[config.mk]
export PLATFORM = sky130hd
export DESIGN_NAME = rr_burst_arbiter
export DESIGN_NICKNAME = d
export VERILOG_FILES = /design/src/rtl/rr_burst_arbiter.sv
export SDC_FILE = /design/constraint.sdc
export NUM_CORES = 1
export LEC_CHECK = 0
export CAP_MARGIN = 20
export CORE_MARGIN = 2
export CORE_UTILIZATION = 25
export CTS_CLUSTER_SIZE = 10
export DETAILED_ROUTE_END_ITERATION = 8
export PLACE_DENSITY = 0.45
export SLEW_MARGIN = 20
export SYNTH_ARGS = -nofsm -noshare
export SYNTH_HDL_FRONTEND = slang
export SYNTH_SLANG_ARGS = --single-unit
[constraint.sdc]
create_clock -name clk -period 3.05 [get_ports clk]
set_input_delay 0.915 -clock clk [delete_from_list [all_inputs] [get_ports clk]]
set_output_delay 0.915 -clock clk [all_outputs]
set_load 0.03 [all_outputs]
[src/rtl/rr_burst_arbiter.sv]
// Round-robin arbiter with a per-owner burst limit and registered one-hot grant.
// Optional owner lock override is compiled in with `define RR_ARB_LOCK_EN.
module rr_burst_arbiter #(
  parameter int CHANNELS  = 8,
  parameter int MAX_BURST = 4
) (
  input  logic                        clk,
  input  logic                        reset,
`ifdef RR_ARB_LOCK_EN
  input  logic                        lock,
`endif
  input  logic [CHANNELS-1:0]         request,
  output logic [CHANNELS-1:0]         grant,
  output logic [$clog2(CHANNELS)-1:0] grant_id,
  output logic                        grant_valid,
  output logic [CHANNELS-1:0]         nextGrant
);

  localparam int IDW = $clog2(CHANNELS);
  localparam int CW  = $clog2(MAX_BURST + 1);
  localparam logic [CW-1:0]       MAX_CNT = CW'(MAX_BURST);
  localparam logic [CW-1:0]       ONE_CNT = CW'(1);
  localparam logic [CHANNELS-1:0] PTR_RST = {1'b1, {(CHANNELS-1){1'b0}}};

  typedef enum logic {IDLE, BUSY} state_e;

  state_e              state_q;
  logic [CHANNELS-1:0] ptr_q;
  logic [CHANNELS-1:0] grant_q;
  logic [IDW-1:0]      grant_id_q;
  logic                grant_valid_q;
  logic [CW-1:0]       count_q;
  logic [CW-1:0]       count_d;

  logic [CHANNELS-1:0] above;
  logic [CHANNELS-1:0] next_grant;
  logic [CHANNELS-1:0] winner;
  logic [IDW-1:0]      winner_id;
  logic                hold_lock;
  logic                owner_req;
  logic                burst_done;
  logic                keep_owner;

`ifdef RR_ARB_LOCK_EN
  assign hold_lock = lock;
`else
  assign hold_lock = 1'b0;
`endif

  // NOTE: every signal assigned in always_comb gets a default first, so no path can infer a latch.
  always_comb begin
    // ptr_q is one-hot: ptr | (ptr - 1) covers the pointer and everything below it.
    above      = request & ~(ptr_q | (ptr_q - CHANNELS'(1)));
    next_grant = (|above) ? above : request;
    winner     = next_grant & (~next_grant + CHANNELS'(1));
    winner_id  = '0;
    for (int i = 0; i < CHANNELS; i++) begin
      if (winner[i]) winner_id = IDW'(i);
    end
  end

  assign owner_req  = |(request & grant_q);
  assign burst_done = (count_q == MAX_CNT) && !hold_lock;
  assign keep_owner = owner_req && !burst_done;
  // Under lock the count saturates rather than wrapping past the limit.
  assign count_d    = (count_q == MAX_CNT) ? MAX_CNT : count_q + ONE_CNT;

  // NOTE: sequential state uses non-blocking assignments so all registers update together at the edge.
  always_ff @(posedge clk or negedge reset) begin
    if (!reset) begin
      state_q       <= IDLE;
      ptr_q         <= PTR_RST;
      grant_q       <= '0;
      grant_id_q    <= '0;
      grant_valid_q <= 1'b0;
      count_q       <= '0;
    end else begin
      case (state_q)
        IDLE: begin
          if (|request) begin
            state_q       <= BUSY;
            ptr_q         <= winner;
            grant_q       <= winner;
            grant_id_q    <= winner_id;
            grant_valid_q <= 1'b1;
            count_q       <= ONE_CNT;
          end
        end
        BUSY: begin
          if (keep_owner) begin
            count_q <= count_d;
          end else if (|request) begin
            // ptr_q already holds the owner, so the winner is the next requester after it.
            ptr_q         <= winner;
            grant_q       <= winner;
            grant_id_q    <= winner_id;
            grant_valid_q <= 1'b1;
            count_q       <= ONE_CNT;
          end else begin
            state_q       <= IDLE;
            grant_q       <= '0;
            grant_id_q    <= '0;
            grant_valid_q <= 1'b0;
            count_q       <= '0;
          end
        end
        default: state_q <= IDLE;
      endcase
    end
  end

  assign grant       = grant_q;
  assign grant_id    = grant_id_q;
  assign grant_valid = grant_valid_q;
  assign nextGrant   = next_grant;

  a_grant_onehot: assert property (@(posedge clk) disable iff (!reset) $onehot0(grant_q));
  a_valid_match:  assert property (@(posedge clk) disable iff (!reset) grant_valid_q == (|grant_q));
  a_count_limit:  assert property (@(posedge clk) disable iff (!reset) count_q <= MAX_CNT);
  a_ptr_onehot:   assert property (@(posedge clk) disable iff (!reset) $onehot(ptr_q));

endmodule

-- After elaboration in Yosys (flattened, before gate mapping)
Cells that the tools add are included.
- add/sub/neg operators: 3
- eq/ne operators: 3
- mux-type cells: 30
- bitwise gates (word level): 7
- reduce and logical (&&, ||, !) cells: 6
- operator list (cell ; count):
    $mux W8 ; 6
    $pmux W8 S2 ; 2
    $mux W3 ; 10
    $and A8 B8 Y8 ; 3
    $reduce_or A8 Y1 ; 3
    $not A8 Y8 ; 2
    $pmux W3 S2 ; 2
    $add A8 B1 Y8 const B ; 1
    $or A8 B8 Y8 ; 1
    $sub A8 B1 Y8 const B ; 1
    $mux W1 ; 6
    $mux W2 ; 2
    $ne A2 B2 Y1 const B ; 2
    $pmux W1 S2 ; 2
    $add A3 B1 Y3 const B ; 1
    $eq A3 B3 Y1 const B ; 1
    $reduce_and A2 Y1 ; 1
    $logic_and A1 B1 Y1 ; 1
    $logic_not A1 Y1 ; 1
    $not A1 Y1 ; 1
- register bits after elaboration: 24
- bits of input ports: 10

-- Depth between registers and ports, before layout
Gate-level depths: netlist of run 1.
- depth after elaboration: 19
- gate-level depth with buffers: 9

-- Least setup slack after synthesis of run 1
OpenSTA, ideal clock, no wires.
- path type: in2out
- start point: in request[7]
- end point: out nextGrant[1]
- arrival: 2.015 ns
- data required time: 2.135 ns
- path slack: 0.120 ns
- stages on the path: 4
- path buffers: 0
- cell sequence: nand2b_1 -> nand2_1 -> o22a_4 -> o22ai_1
- word-level cells in the longest chain between the ends: 3
- RTL lines (item ; line ; text):
    from (decl) ; 12 ; input logic [CHANNELS-1:0] request,
    $and A8 B8 Y8 ; 53 ; above = request & ~(ptr_q | (ptr_q - CHANNELS'(1)));
    $reduce_or A8 Y1 ; 54 ; next_grant = (|above) ? above : request;
    $mux W8 ; 54 ;
    to (decl) ; 16 ; output logic [CHANNELS-1:0] nextGrant
No other way between the ends.

-- Worst setup path after layout of run 1
- start point: in request[2]
- end point: out nextGrant[6]
The elaborated chain is that of the path after synthesis.

==> summary.md, run 1 <==
| Metric | Value |
|---|---|
| GRT Resource Usage Total | 0.153 |
| Crit-path cells | buf_2 > and2b_2 > o21a_4 > a211o_1 > o21ai_2 > buf_6 |
| Wire length per cell | roughly 15 µm |
| Via count of the first global-routing pass | between 1500 and 2000 |
| Antenna violations before repair | 0 |
| Num CTS Buffers | 3 |
| Rows | 27 |
| Number of enable flip-flop cells after synthesis | 0 |
| First-pass GRT wire length | around 7.6 mm |
| First-pass DRT Iterations | 4 |
| Seq cells post-synth | 24 |
| Peak supply drop | roughly 0.44 mV |
| Yosys top cell area share | 0.415 |
| Slowest-stage cell, CP | a211o_1 |
| Setup crit end kind | output pin |
| Placer congestion estimate | between 0.8 and 0.9 |
| Remaining DRCs | 0 |
| Die H | roughly 79 µm |
| Hold-fix buffer count after cts | 0 |
| Period minus WS final | a little over 3 ns |
| Clk_lat worst skew | ~0.26 ns |
| Fillers | 540 |
| Area Overhead vs Synth | 62.2% |
| Period utilization | 0.990 |
| Mapped Nets | about 160 |
| Critical Path AT | between 2 and 2.5 ns |
| Footprint of the multi-input gates | approximately 840 µm² |
| Max-cap viol count | 0 |
| Vias per cell | between 4 and 5 |
| Largest area contributor in the netlist | dfrtp_1 |
| Width of the die | between 70 and 80 µm |
| Mapped Area | between 1000 and 1500 µm² |
| Main synth FF type | dfrtp_1 |
| DR iter-0 viols | between 60 and 70 |
| Max incr delay on CP | approximately 0.26 ns |
| WS Path Type | input pin to output pin |
| Status | complete, no violations |
| Port Buffers | 29 |
| GRT overflow | 0 |
| Ranking of synthesized cells by area | dfrtp_1, nand2_1, a21o_1, nand2b_1, a21oi_1 |
| Critical path required time | 2.13 ns |
| CP max FO | 3 |
| Top Ports | 30 |
| Setup total negative slack | 0 ns |
| H-tree Lvls | 1 |
| Synth warn | 0 |
| Synth Area per Inst | just over 9 µm² |
| Async set or reset register ratio after synthesis | 1.00 |
| Clock skew | 0.00663 ns |
| Pre-CTS setup slack | -0.356 ns |
| Pin count of the biggest net entering global routing | 25 |
| Clock Path Buffers | 2 |
| Slew at the pin with the worst max-slew slack | ~0.36 ns |
| Finished Core Util | 0.414 |
| Core ar. | between 5000 and 6000 µm² |
| Synth cell types | 44 |
| Leakage | roughly 1.1 nW |
| Final Hold Fails | 0 |
| Final net count | between 200 and 250 |
| Clock transition at path regs | roughly 0.09 ns |
| Hold/Removal Path Class | register to register |
| Final max-slew violation count | 0 |
| DR vias | roughly 1400 |
| Setup crit start kind | input pin |
| Root Buffer | clkbuf_8 |
| Power per cell area | between 1000 and 1500 nW/µm² |
| Slew HR | 0.754 |
| Die area | between 6000 and 7000 µm² |
| Initial Util | 0.255 |
| Synth Instances | ~150 |
| Sequential-to-total area share from yosys stat | 0.434 |
| Post-route setup slack | around 0.03 ns |
| TritonCTS clock tree | built |
| Share of layout cells above drive strength 1 | 0.401 |
| CTS sink cnt | 24 |
| Antenna viol nets, final | 0 |
| Detailed placement HPWL | 3.31 mm |
| FMAX | roughly 0.33 GHz |
| # setup viols final | 0 |
| Sequential cell area | 602 µm² |
| DRT Wirelength | around 4.5 mm |
| Diode count | 0 |
area by class of cell:
| type | count | share of cell area |
|---|---|---|
| Multi-Input combinational cell | 114 | 0.374 |
| Timing Repair Buffer | 75 | 0.277 |
| Sequential cell | 24 | 0.267 |
| Tap cell | 72 | 0.0400 |
| Clock buffer | 4 | 0.0245 |
| Inverter | 10 | 0.0167 |
logic make-up (layout without fill, tap and decap cells):
| kind of cell | count (synthesis) | in the layout | share of synthesized area |
|---|---|---|---|
| simple gates | 61 | 61 | 0.226 |
| mux | 1 | 1 | 0.00721 |
| flops | 24 | 24 | 0.434 |
| fa+ha+maj | 2 | 2 | 0.0180 |
| compound gates | 50 | 50 | 0.274 |
| buf+inv | 14 | 89 | 0.0406 |
through the flow:
stage                     cell area, µm²  hold slack, ns  instances  power (mW)
final                               2250           0.484        299        2.91
after floorplan                     1390           0.475        152        1.63
after global routing                2250           0.520        299        3.13
after detailed placement            1970           0.471        281        2.37
after global placement              1970           0.469        281        2.36
after CTS                           2170           0.492        293        2.80
metal layers:
metal  track usage  up-vias  routed length, µm
li1              -      703                  -
met1         0.212      703               2130
met2         0.250       22               2200
met3        0.0253        6                118
met4        0.0368        0                 52
met5             0        -                  0
power by group:
part / switching (mW) / internal (mW)
registers: 0.113 / 0.438
logic: 1.14 / 1.00
clock network: 0.0984 / 0.115
total: 1.35 / 1.56
path summary, 6_finish.rpt:
check	start	to	slack, ns	cells after the start
max	request[2]	nextGrant[6]	0.03	6
min	grant_id[2]	grant_id[2]	0.48	2
max reg2reg	ptr_q[2]	grant_id[0]	0.71	10
min reg2reg	grant_id[2]	grant_id[2]	0.48	2
max in group asynchronous	reset	ptr_q[7]	1.75	2
min in group asynchronous	reset	ptr_q[2]	1.01	2
Yosys cell counts, types with 3 or more instances:
cell type / n
nand2_1: 29
dfrtp_1: 23
inv_1: 8
a21o_1: 6
a21oi_1: 6
nand2b_1: 6
nor2_1: 6
o21ai_1: 6
a22oi_1: 4
nand3_1: 4
nor3_1: 4
o21ai_0: 4
a22o_1: 3
a31oi_1: 3
clkbuf_1: 3
o21a_1: 3
worst max-delay path: cells and delay by family:
kind,cells,cell delay (ns)
AO/OA/AOI/OAI,3,0.70
buffers and inverters,2,0.26
AND/OR/NAND/NOR,1,0.22
layout by cell type (no fill, tap or decap), types with 2 or more instances in the layout:
cell type	netlist	routed
buf_4	1	46
clkbuf_8	0	4
dfrtp_1	23	23
nor2_1	6	5
clkdlybuf4s50_1	0	14
clkdlybuf4s15_1	0	2
nand2b_1	6	6
clkbuf_2	0	3
nand4_1	2	2
nand2_2	0	3
o21a_1	3	2
buf_6	0	8
a21oi_1	6	5
o211ai_1	2	2
o21ai_0	4	3
a22oi_1	4	4
inv_1	8	6
ha_1	2	2
nor3_1	4	4
nor4_1	2	2
a22o_1	3	3
o21ai_1	6	6
nand3_1	4	4
a31oi_4	0	3
a21o_1	6	6
o21ai_2	1	2
nand2_1	29	26
inv_2	2	4
registers in the layout (all words and copies together) (netlist names):
signal	cells
grant	8
ptr_q	8
count_q	3
grant_id	3
grant_valid	1
state_q	1
repair_timing:
item                                    in CTS  in global routing
endpoints found under the setup margin       8                  8
cloned                                       0                  0
gates resized for setup                     36                 16
pin swaps                                   13                  9
setup buffers                                8                  6
No activity file was read; power rests on OpenSTA's default activity.
==> inputs of run 2 (changes only) <==
--- a/config.mk
+++ b/config.mk
@@ -6,10 +6,10 @@
 export NUM_CORES = 1
 export LEC_CHECK = 0
 export CAP_MARGIN = 20
-export CORE_MARGIN = 2
 export CORE_UTILIZATION = 25
 export CTS_CLUSTER_SIZE = 10
 export DETAILED_ROUTE_END_ITERATION = 8
+export MAX_ROUTING_LAYER = met4
 export PLACE_DENSITY = 0.45
 export SLEW_MARGIN = 20
 export SYNTH_ARGS = -nofsm -noshare
==> summary.md, run 2 (synthesis results as in run 1) <==
| Metric | Value |
|---|---|
| FMAX | 0.333 GHz (was 0.331 GHz) |
| Max-cap viol count | 0 (unchanged) |
| Critical Path AT | 2.09 ns (was 2.11 ns) |
| Die area | 5850 µm² (was 6160 µm²) |
| Port Buffers | 29 (unchanged) |
| Vias per cell | 4.89 (was 4.80) |
| Most frequent cells in the layout | buf_4, nand2_1, dfrtp_1 (unchanged) |
| Setup crit start kind | input pin (unchanged) |
| Worst Setup SP | request[2] (unchanged) |
| Num CTS Buffers | 3 (unchanged) |
| CTS sink cnt | 24 (unchanged) |
| First-pass DRT Iterations | 4 (unchanged) |
| Leakage | 1.05 nW (was 1.07 nW) |
| Flop pwr share | 0.191 (was 0.190) |
| Via count of the first global-routing pass | 1438 (was 1535) |
| Clk_lat worst skew | 0.27 ns (was 0.26 ns) |
| Sw Ratio | 0.468 (was 0.464) |
| Pin count of the biggest net entering global routing | 25 (unchanged) |
| Diode count | 0 (unchanged) |
| H-tree Lvls | 1 (unchanged) |
| Root Buffer | clkbuf_8 (unchanged) |
| GRT Resource Usage Total | 0.158 (was 0.153) |
| Final cell count without fillers | 295 (was 299) |
| RSZ-0062 raised after global routing | no |
| DR vias | 1443 (was 1434) |
| R2R depth | 9 (was 10) |
| Period utilization | 0.985 (was 0.990) |
| # setup viols final | 0 (unchanged) |
| Wire length per cell | 15.0 µm (was 15.1 µm) |
| Critical path required time | 2.13 ns (about the same) |
| Core ar. | 5240 µm² (was 5440 µm²) |
| Status | complete, no violations (unchanged) |
| Top Ports | 30 (unchanged) |
| Width of the die | 76.5 µm (was 78.5 µm) |
| Slew at the pin with the worst max-slew slack | 0.451 ns (was 0.363 ns) |
| Hold/Removal Path Class | register to register (unchanged) |
| Power per cell area | 1300 nW/µm² (was 1290 nW/µm²) |
| Worst r2r src | ptr_q[6] (was ptr_q[2]) |
| Peak supply drop | 0.429 mV (was 0.445 mV) |
| Worst Hold Slack | 0.484 ns (about the same) |
| Gate power share | 0.742 (was 0.737) |
| Clock skew | 0.00360 ns (was 0.00663 ns) |
| WS Path Type | input pin to output pin (unchanged) |
| Setup crit end kind | output pin (unchanged) |
| Clock transition at path regs | 0.08 ns (was 0.09 ns) |
| Rows | 26 (was 27) |
| Die H | 76.5 µm (was 78.5 µm) |
| GRT overflow | 0 (unchanged) |
| Fillers | 523 (was 540) |
| Detailed placement HPWL | 3.46 mm (was 3.31 mm) |
| Finished Core Util | 0.424 (was 0.414) |
| TritonCTS clock tree | built (unchanged) |
| Part of the power in the clock network | 0.068 (was 0.073) |
| Placed Instances | 285 (was 281) |
| Antenna viol nets, final | 0 (unchanged) |
| DR iter-0 viols | 75 (was 67) |
| Share of layout cells above drive strength 1 | 0.391 (was 0.401) |
| DRT Wirelength | 4.41 mm (was 4.50 mm) |
| Final Hold Fails | 0 (unchanged) |
| First-pass GRT wire length | 7.13 mm (was 7.59 mm) |
| Final net count | 238 (was 240) |
| Psw | 1.36 mW (was 1.35 mW) |
| Period minus WS final | 3.00 ns (was 3.02 ns) |
| Final max-slew violation count | 0 (unchanged) |
| Internal Power | 1.54 mW (was 1.56 mW) |
| Commonest non-fill, non-tap cell in the layout | buf_4 (unchanged) |
| Area Overhead vs Synth | 60.1% (was 62.2%) |
| Placer congestion estimate | 0.847 (was 0.826) |
| Worst setup endpoint | nextGrant[6] (unchanged) |
| Antenna violations before repair | 0 (unchanged) |
| Slew HR | 0.695 (was 0.754) |
| Initial Util | 0.265 (was 0.255) |
| FF-to-FF setup slack | 0.79 ns (was 0.71 ns) |
| R2r endpoint | grant_id[0] (unchanged) |
| Clock Path Buffers | 2 (unchanged) |
| CP max FO | 3 (unchanged) |
| Remaining DRCs | 0 (unchanged) |
-- run 2: changes by cell type in the layout (fill, tap and decap cells not counted) --
cell and delta:
clkbuf_2 -1, buf_2 +1, o21ai_1 +1, nor2_2 +1
buf_4 -2, clkbuf_1 +1, clkbuf_8 -1, nor2_1 -1
o21ai_2 -1
-- run 2: repair_timing --
item | 4_1_cts | 5_1_grt
hold buffers | 0 | 0
endpoints found under the hold margin | 0 | 0
pin swaps | 14 | 6
resized for setup | 42 | 10
setup buffers | 4 | 2
cloned | 0 | 0
endpoints found under the setup margin | 8 | 8
-- run 2: stage by stage --
stage / TNS [ns] / instance area (µm²) / total power, mW / setup WS (ns)
after floorplan: 0 / 1390 / 1.63 / 0.120
after global placement: -2.36 / 2010 / 2.42 / -0.383
after detailed placement: -2.50 / 2010 / 2.44 / -0.350
after CTS: 0 / 2190 / 2.84 / 0.00438
after global routing: 0 / 2220 / 3.09 / 0.00127
final: 0 / 2220 / 2.90 / 0.0470
-- run 2: critical path, cell delays in order --
cell	delay, ns
buf_2	0.11
and2b_2	0.21
o21a_4	0.22
a211o_1	0.31
o21ai_2	0.16
buf_6	0.15
-- run 2: power by group through the flow --
stage / registers, mW / clock network [mW] / logic (mW)
finish: 0.552 / 0.196 / 2.15
global route: 0.566 / 0.221 / 2.31
CTS: 0.552 / 0.202 / 2.09
detailed placement: 0.556 / 0 / 1.88
global placement: 0.549 / 0 / 1.87
floorplan: 0.633 / 0 / 1.00
-- run 2: layer usage --
layer | global-route usage | vias up | wire length, µm
met5 | - | - | 0
met4 | 0.0538 | 0 | 44
met3 | 0.0228 | 6 | 119
met2 | 0.256 | 30 | 2230
met1 | 0.202 | 702 | 2020
li1 | - | 705 | -
-- run 2: area by class of cell --
type | count | area (µm²) | area share
clock buffers | 4 | 45.0 | 0.0203
inverters | 10 | 37.5 | 0.0169
multi-input cells | 114 | 841 | 0.378
flip-flops and latches | 24 | 602 | 0.271
well taps | 70 | 87.6 | 0.0394
repair buffers | 73 | 609 | 0.274
-- run 2: worst min-delay path by stage --
stage / start / slack [ns] / to / depth (start not counted)
global placement: grant_id[2] / 0.47 / grant_id[2] / 2
CTS: grant_id[2] / 0.49 / grant_id[2] / 2
detailed placement: grant_valid / 0.47 / grant_valid / 2
floorplan: count_q[1] / 0.48 / count_q[1] / 2
finish: grant_id[2] / 0.48 / grant_id[2] / 2
global route: grant_valid / 0.52 / grant_valid / 2
==> inputs of run 3 (changes only) <==
--- a/config.mk
+++ b/config.mk
@@ -7,6 +7,7 @@
 export LEC_CHECK = 0
 export CAP_MARGIN = 20
 export CORE_UTILIZATION = 25
+export CTS_BUF_LIST = sky130_fd_sc_hd__clkbuf_4 sky130_fd_sc_hd__clkbuf_8
 export CTS_CLUSTER_SIZE = 10
 export DETAILED_ROUTE_END_ITERATION = 8
 export MAX_ROUTING_LAYER = met4
==> constraint.sdc (replaced) <==
create_clock -name clk -period 3.55 [get_ports clk]
set_input_delay 1.065 -clock clk [delete_from_list [all_inputs] [get_ports clk]]
set_output_delay 1.065 -clock clk [all_outputs]
set_load 0.03 [all_outputs]
==> summary.md, run 3 (synthesis results as in run 1) <==
| Metric | Value |
|---|---|
| Diode count | 0 (unchanged) |
| Area Overhead vs Synth | 57.3% (was 60.1%) |
| Final instance area | 2180 µm² (was 2220 µm²) |
| Hold-fix buffer count after cts | 0 (unchanged) |
| Slew HR | 0.659 (was 0.695) |
| Most frequent cells in the layout | buf_4, nand2_1, dfrtp_1 (unchanged) |
| Placer congestion estimate | 0.912 (was 0.847) |
| Core ar. | 5240 µm² (unchanged) |
| Vias per cell | 4.84 (was 4.89) |
| RSZ-0062 raised after global routing | no (unchanged) |
| Share of layout cells above drive strength 1 | 0.344 (was 0.391) |
| Remaining DRCs | 0 (unchanged) |
| Peak supply drop | 0.320 mV (was 0.429 mV) |
| # setup viols final | 0 (unchanged) |
| DR iter-0 viols | 76 (was 75) |
| Power per cell area | 1110 nW/µm² (was 1300 nW/µm²) |
| GRT Resource Usage Total | 0.158 (about the same) |
| Setup total negative slack | 0 ns (unchanged) |
| First-pass DRT Iterations | 4 (unchanged) |
| Pin count of the biggest net entering global routing | 25 (unchanged) |
| Final Hold Fails | 0 (unchanged) |
| Clock Path Buffers | 2 (unchanged) |
| FF-to-FF setup slack | 1.25 ns (was 0.79 ns) |
| Crit-path cells | clkdlybuf4s50_1 > o311a_4 > buf_4 > nor3_4 > nand2_2 > inv_2 > buf_6 (was buf_2 > and2b_2 > o21a_4 > a211o_1 > o21ai_2 > buf_6) |
| Worst hold start | grant_valid (was grant_id[2]) |
| Detailed placement HPWL | 3.34 mm (was 3.46 mm) |
| Setup crit end kind | output pin (unchanged) |
| Worst hold stages | 2 (unchanged) |
| Die area | 5850 µm² (unchanged) |
| Period minus WS final | roughly 3.5 ns |
| Rows | 26 (unchanged) |
| Die H | 76.5 µm (unchanged) |
| Wire length per cell | 14.5 µm (was 15.0 µm) |
| Top Ports | 30 (unchanged) |
| H-tree Lvls | 1 (unchanged) |
| Commonest non-fill, non-tap cell in the layout | buf_4 (unchanged) |
| Clock skew | 0.00412 ns (was 0.00360 ns) |
| Max incr delay on CP | 0.51 ns (was 0.31 ns) |
| Final max-slew violation count | 0 (unchanged) |
| Worst r2r src | ptr_q[1] (was ptr_q[6]) |
| First-pass GRT wire length | 7.19 mm (was 7.13 mm) |
| Slew at the pin with the worst max-slew slack | 0.508 ns (was 0.451 ns) |
| Slowest-stage cell, CP | clkdlybuf4s50_1 (was a211o_1) |
| Hold/Removal Path Class | register to register (unchanged) |
| Setup crit start kind | input pin (unchanged) |
| Fillers | 531 (was 523) |
| Critical Path AT | 2.39 ns (was 2.09 ns) |
| Clk_lat worst skew | 0.27 ns (about the same) |
| FMAX | ~0.29 GHz |
| Footprint of the multi-input gates | 813 µm² (was 841 µm²) |
| R2R depth | 8 (was 9) |
| DR vias | 1395 (was 1443) |
| Initial Util | 0.265 (unchanged) |
| Root Buffer | clkbuf_8 (unchanged) |
| Port Buffers | 29 (unchanged) |
| Pre-CTS setup slack | -0.140 ns (was -0.350 ns) |
| CTS sink cnt | 24 (unchanged) |
| Sequential cell area | 602 µm² (unchanged) |
| Critical path required time | 2.48 ns (was 2.13 ns) |
| Worst Hold Slack | 0.487 ns (was 0.484 ns) |
| DP Area | 1970 µm² (was 2010 µm²) |
| TritonCTS clock tree | built (unchanged) |
| Num CTS Buffers | 3 (unchanged) |
| Hold Path End | grant_valid (was grant_id[2]) |
| R2r endpoint | grant_id[0] (unchanged) |
| GRT overflow | 0 (unchanged) |
| Clock transition at path regs | 0.09 ns (was 0.08 ns) |
| Leakage | 1.05 nW (about the same) |
| Antenna viol nets, final | 0 (unchanged) |
| DRT Wirelength | 4.18 mm (was 4.41 mm) |
| Final net count | 231 (was 238) |
| Post-route setup slack | 0.0927 ns (was 0.0470 ns) |
| Max-cap viol count | 0 (unchanged) |
| Finished Core Util | 0.417 (was 0.424) |
| Period utilization | 0.974 |
| Status | complete, no violations (unchanged) |
| Via count of the first global-routing pass | 1522 (was 1438) |
| Width of the die | 76.5 µm (unchanged) |
| Antenna violations before repair | 0 (unchanged) |
| CP max FO | 4 (was 3) |
| WS Path Type | input pin to output pin (unchanged) |
## run 3: cell count changes in the layout (fill, tap and decap cells not counted), moves of 2 or more
cell	change
buf_4	-5
buf_6	-2
buf_2	-2
dlygate4sd2_1	+3
a31oi_4	-2
a31oi_2	+2
dlymetal6s2s_1	+2
clkbuf_2	-2
clkdlybuf4s15_1	-2
## run 3: stage by stage
stage | total power, mW | instances
2_1_floorplan | 1.40 | 152
5_1_grt | 2.60 | 288
6_report | 2.42 | 288
3_3_place_gp | 2.02 | 280
3_5_place_dp | 2.03 | 280
4_1_cts | 2.43 | 288
## run 3: timing repair
item / 4_1_cts / 5_1_grt
buffers inserted: 4 / 0
setup endpoints to repair: 8 / 7
gates resized for setup: 25 / 6
pin swaps: 10 / 5
## run 3: metal layers
metal	share of wire	vias up	global-route usage
li1	-	689	-
met1	0.46	680	0.193
met2	0.50	20	0.260
met3	0.025	6	0.0299
met4	0.012	0	0.0538
met5	0	-	-
## run 3: where the power goes
group / internal [mW] / switching [mW] / total, mW
clock network: 0.151 / 0.0906 / 0.241
logic: 0.783 / 0.928 / 1.71
registers: 0.376 / 0.0955 / 0.471
## run 3: worst max-delay path: cells and delay by family
family	cells	cell delay, ns
and+or+nand+nor	2	0.28
AOI/OAI and AO/OA	1	0.19
buffers and inverters	4	0.86
## run 3: layout make-up
type | instances | share of cell area
Timing Repair Buffer | 66 | 0.261
Multi-Input combinational cell | 114 | 0.373
Clock buffer | 3 | 0.0189
Sequential cell | 24 | 0.276
Clock inverter | 1 | 0.0138
Tap cell | 70 | 0.0401
Inverter | 10 | 0.0172
## run 3: worst max-delay path by stage
stage | cells after the start | end | start
final | 7 | nextGrant[0] | request[3]
after global placement | 7 | nextGrant[4] | request[7]
after global routing | 6 | nextGrant[7] | request[3]
after floorplan | 4 | nextGrant[1] | request[7]
after detailed placement | 7 | nextGrant[4] | request[6]
after CTS | 7 | nextGrant[2] | request[4]
